File: config.mk
export PLATFORM = sky130hd
export DESIGN_NAME = mc_ctrl_fsm
export DESIGN_NICKNAME = d
export VERILOG_FILES = /design/src/rtl/mc_ctrl_fsm.sv
export SDC_FILE = /design/constraint.sdc
export NUM_CORES = 1
export LEC_CHECK = 0
export CORE_MARGIN = 8
export CORE_UTILIZATION = 34
export CTS_CLUSTER_DIAMETER = 50
export DETAILED_ROUTE_END_ITERATION = 16
export GPL_TIMING_DRIVEN = 1
export HOLD_SLACK_MARGIN = 0.03
export PLACE_DENSITY = 0.79
export SLEW_MARGIN = 0
export SYNTH_ARGS = -nofsm -noshare
export SYNTH_HDL_FRONTEND = slang
export SYNTH_SLANG_ARGS = --single-unit
File: constraint.sdc
create_clock -name clk -period 1.3 [get_ports clk]
set_input_delay 0.195 -clock clk [delete_from_list [all_inputs] [get_ports clk]]
set_output_delay 0.195 -clock clk [all_outputs]
set_load 0.005 [all_outputs]
File: src/rtl/mc_ctrl_fsm.sv
// Multi-cycle MIPS control sequencer: drives datapath mux selects and write enables per step.
// Optional retired-instruction counter enabled by defining MC_CTRL_INSTR_CNT_EN.
module mc_ctrl_fsm #(
  parameter int unsigned MEM_WAIT_MAX = 15
) (
  input  logic        clk,
  input  logic        rst,
  input  logic [5:0]  opcode,
  input  logic        mem_ready,
  output logic        pc_write,
  output logic        pc_write_cond,
  output logic        i_or_d,
  output logic        mem_read,
  output logic        mem_write,
  output logic        ir_write,
  output logic        mem_to_reg,
  output logic        reg_dst,
  output logic        reg_write,
  output logic        alu_src_a,
  output logic [1:0]  alu_src_b,
  output logic [1:0]  alu_op,
  output logic [1:0]  pc_source,
  output logic [3:0]  state,
  output logic        illegal_op,
  output logic        mem_timeout,
  output logic [31:0] instr_count
);

  typedef enum logic [3:0] {
    StIdle    = 4'd0,
    StFetch   = 4'd1,
    StDecode  = 4'd2,
    StMemAdr  = 4'd3,
    StMemRd   = 4'd4,
    StMemWb   = 4'd5,
    StMemWr   = 4'd6,
    StExec    = 4'd7,
    StRwb     = 4'd8,
    StBranch  = 4'd9,
    StJump    = 4'd10,
    StAddiEx  = 4'd11,
    StAddiWb  = 4'd12
  } state_e;

  localparam logic [5:0] OpRtype = 6'b000000;
  localparam logic [5:0] OpLw    = 6'b100011;
  localparam logic [5:0] OpSw    = 6'b101011;
  localparam logic [5:0] OpBeq   = 6'b000100;
  localparam logic [5:0] OpJ     = 6'b000010;
  localparam logic [5:0] OpAddi  = 6'b001000;

  state_e     state_q;
  logic [3:0] wait_cnt_q;
  logic       illegal_op_q;
  logic       mem_timeout_q;
  logic       wait_last;

  // This wait cycle is the MEM_WAIT_MAX-th one without mem_ready.
  assign wait_last = (wait_cnt_q == 4'(MEM_WAIT_MAX - 1));

  // The wait counter is zero unless we stay in a memory state, so every entry starts clean.
  always_ff @(posedge clk or posedge rst) begin
    if (rst) begin
      state_q       <= StIdle;
      wait_cnt_q    <= '0;
      illegal_op_q  <= 1'b0;
      mem_timeout_q <= 1'b0;
    end else begin
      wait_cnt_q <= '0;
      case (state_q)
        StIdle: state_q <= StFetch;
        StFetch, StMemRd, StMemWr: begin
          if (mem_ready) begin
            if (state_q == StFetch)      state_q <= StDecode;
            else if (state_q == StMemRd) state_q <= StMemWb;
            else                         state_q <= StFetch;
          end else if (wait_last) begin
            mem_timeout_q <= 1'b1;
            state_q       <= StFetch;
          end else begin
            wait_cnt_q <= wait_cnt_q + 4'd1;
          end
        end
        StDecode: begin
          case (opcode)
            OpRtype:    state_q <= StExec;
            OpLw, OpSw: state_q <= StMemAdr;
            OpBeq:      state_q <= StBranch;
            OpJ:        state_q <= StJump;
            OpAddi:     state_q <= StAddiEx;
            default: begin
              illegal_op_q <= 1'b1;
              state_q      <= StFetch;
            end
          endcase
        end
        StMemAdr: state_q <= (opcode == OpSw) ? StMemWr : StMemRd;
        StExec:   state_q <= StRwb;
        StAddiEx: state_q <= StAddiWb;
        StMemWb, StRwb, StBranch, StJump, StAddiWb: state_q <= StFetch;
        default:  state_q <= StIdle;
      endcase
    end
  end

`ifdef MC_CTRL_INSTR_CNT_EN
  logic        retire;
  logic [31:0] instr_count_q;

  // Only normal completions retire; illegal and timeout returns to FETCH do not.
  assign retire = (state_q inside {StMemWb, StRwb, StBranch, StJump, StAddiWb}) ||
                  ((state_q == StMemWr) && mem_ready);

  always_ff @(posedge clk or posedge rst) begin
    if (rst) begin
      instr_count_q <= '0;
    end else if (retire) begin
      instr_count_q <= instr_count_q + 32'd1;
    end
  end

  assign instr_count = instr_count_q;
`else
  assign instr_count = '0;
`endif

  assign state       = state_q;
  assign illegal_op  = illegal_op_q;
  assign mem_timeout = mem_timeout_q;

  always_comb begin
    pc_write      = 1'b0;
    pc_write_cond = 1'b0;
    i_or_d        = 1'b0;
    mem_read      = 1'b0;
    mem_write     = 1'b0;
    ir_write      = 1'b0;
    mem_to_reg    = 1'b0;
    reg_dst       = 1'b0;
    reg_write     = 1'b0;
    alu_src_a     = 1'b0;
    alu_src_b     = 2'd0;
    alu_op        = 2'd0;
    pc_source     = 2'd0;
    case (state_q)
      StFetch: begin
        mem_read  = 1'b1;
        alu_src_b = 2'd1;
        ir_write  = mem_ready;
        pc_write  = mem_ready;
      end
      StDecode: alu_src_b = 2'd3;
      StMemAdr: begin
        alu_src_a = 1'b1;
        alu_src_b = 2'd2;
      end
      StMemRd: begin
        mem_read = 1'b1;
        i_or_d   = 1'b1;
      end
      StMemWb: begin
        reg_write  = 1'b1;
        mem_to_reg = 1'b1;
      end
      StMemWr: begin
        mem_write = 1'b1;
        i_or_d    = 1'b1;
      end
      StExec: begin
        alu_src_a = 1'b1;
        alu_op    = 2'd2;
      end
      StRwb: begin
        reg_write = 1'b1;
        reg_dst   = 1'b1;
      end
      StBranch: begin
        alu_src_a     = 1'b1;
        alu_op        = 2'd1;
        pc_write_cond = 1'b1;
        pc_source     = 2'd1;
      end
      StJump: begin
        pc_write  = 1'b1;
        pc_source = 2'd2;
      end
      StAddiEx: begin
        alu_src_a = 1'b1;
        alu_src_b = 2'd2;
        alu_op    = 2'd3;
      end
      StAddiWb: reg_write = 1'b1;
      default: ;
    endcase
  end

endmodule

==> results.txt <==
Reg area: 255.2 um2
H-Tree Depth: 1
total power: 3.197 mW
Mean Syn Cell Area: 8.162 um2
Ys Warns: 0
Seq/Total Area, Yosys: 23.95%
area occupied by multi-input gates: 803.3 um2
failing checks: negative setup slack
die area: 5102 um2
Synth area leader: buf_4
CTS tree: built
Post-Synthesis Cell Area: 1045 um2
min Tclk post-route: 1596 ps
Post-synth EDFFs: 0
design area: 1866 um2
TritonCTS buffer count: 3
initial core utilization: 35.08%
CORE AREA: 2978 um2
Synth Instances: 128
CTS max path bufs: 2
status: complete, but fails checks
post-synth top area share: 25.15%
largest net degree at the start of global routing: 11
post-synthesis sequential element count: 10
leak pwr: 0.9303 nW
crit path max fanout: 7
Area growth syn-to-layout: 78.56%
vias in the first global route: 1143
Post-DRT Antenna Nets: 0
RSZ-0062 raised after global routing: yes
layout net count: 219
# IOs: 63
Cell variety after synth: 37
first-pass GRT wire length: 5361 um
post-DR wirelength/cell: 14.95 um
routability cong.: 0.7930
FFs w/ async S/R, synth: 100.0%
drt initial violations: 29
final setup TNS: -5489 ps
worst min-delay path class: in -> async
Synth Flop Type: dfrtp_1
final wirelength: 3588 um
row count: 20
Clock transition at path regs: 80 ps
CTS Root Buffer Type: clkbuf_4
DRC: 0
IO buf count: 30
Final period util: 122.8%
drt pass-1 iters: 4
DIE HEIGHT: 71.43 um
number of diodes: 0
Setup Crit Path Kind: reg -> out
Cell Area, Placed: 1433 um2
Post-DP HPWL: 2138 um
gr usage total: 12.96%
crit start category: flop
crit end category: primary output
clock sink count: 10
initial antenna violation count: 0
Max Clock Freq: 626.4 MHz
die width: 71.43 um
Hold Vio Cnt, Final: 0
worst path required time: 1110 ps
arrival time worst endpoint: 1400 ps
vias per inst: 4.588
vias: 1101
grt total ovfl: 0
layout cells sized above 1: 55.07%
PD cells: 1714 nW/um2
Setup WS pre-CTS: -369.7 ps
synth top area cells: buf_4 (25%), dfrtp_1 (24%), nor2_1 (4.0%)
Final setup viols: 27
worst-skew pair later-pin latency: 280 ps
setup ws final: -296.4 ps
fin. max-slew vios: 0
final-layout fill cell count: 230
clk_skew: 12.13 ps
max_cap viols: 0
Max IR drop VDD: 0.5652 mV
## placed cells by master (no fill, tap or decap), types with 3 or more instances in the layout
cell and n:
nor2_1 4, inv_1 4, nor2_2 5, dfrtp_2 4, a21oi_2 3, o21ai_1 3, clkdlybuf4s50_1 9, buf_4 34
conb_1 32, o211ai_1 4, dfrtp_1 6, clkbuf_4 3, buf_2 14, buf_6 21
## cells in the mapped netlist (all sizes together) (2+ instances only)
| cell type | n |
|---|---|
| ha | 2 |
| nor4 | 2 |
| nor3b | 4 |
| o211ai | 4 |
| nor2b | 4 |
| buf | 40 |
| inv | 4 |
| nor3 | 6 |
| o21ai | 6 |
| xor2 | 3 |
| and3 | 2 |
| nand3 | 3 |
| a21oi | 3 |
| xnor2 | 3 |
| nand2 | 3 |
| nand2b | 2 |
| nand4 | 2 |
| dfrtp | 10 |
| nor2 | 11 |
## routing by layer
metal / vias to the layer above / global-route usage [%] / wire [um]
met5: - / 0 / 0
met4: 0 / 6.236 / 94
met3: 10 / 3.487 / 225
met2: 44 / 23.37 / 1855
met1: 516 / 13.51 / 1413
li1: 531 / - / -
## path summary, 6_finish.rpt
check	from	endpoint	slack (ps)	cells after the start
worst max-delay path	state[2]	state[2]	-300	2
worst min-delay path	rst	state[2]	210	2
worst max register to register	state[0]	wait_cnt_q[1]	-250	7
worst min register to register	illegal_op	illegal_op	470	1
max in group asynchronous	rst	state[1]	790	2
min in group clk	illegal_op	illegal_op	470	1
## final cells by class
cell class	count	share of cell area [%]
flip-flops and latches	10	13.68
clock buffers	4	1.945
well taps	33	2.213
inverters	4	0.8048
repair buffers	84	38.30
multi-input cells	105	43.06
## cell families (layout without fill, tap and decap cells)
logic type,Yosys count,count (layout),share of synthesized area (%)
other cells,1,32,0.3589
compound gates,22,22,15.21
flops,10,10,23.95
fa+ha+maj,2,2,2.395
simple gates,43,43,22.87
buf+inv,44,92,30.18
xor+xnor,6,6,5.031
## registers in the layout, summed over array words and instances (netlist names)
signal,flops
illegal_op,1
mem_timeout,1
state,4
wait_cnt_q,4
## worst max-delay path: stages, from the launching register on
cell and delay [ps]:
dfrtp_2 430, buf_6 180, clkdlybuf4s50_1 520
## through the flow
step / utilization (%) / instances / hold slack [ps]
floorplan: - / 159 / 35.18
global placement: 48.11 / 212 / 459.6
detailed placement: 48.11 / 212 / 463.6
CTS: 56.22 / 234 / 218.4
global route: 62.65 / 240 / 237.5
finish: 62.65 / 240 / 206.9
## power breakdown
part / switching (mW) / leakage, nW / total (mW) / internal [mW]
registers: 0.0886 / 0.124 / 0.489 / 0.401
clock network: 0.128 / 0.0210 / 0.298 / 0.170
logic: 1.03 / 0.785 / 2.41 / 1.38
## repair_timing
item,4_1_cts,5_1_grt
pin swaps,16,13
gates resized for setup,111,36
hold buffers,0,0
setup buffers,19,6
endpoints found under the setup margin,28,30
Power figures use the tool's default switching activity.
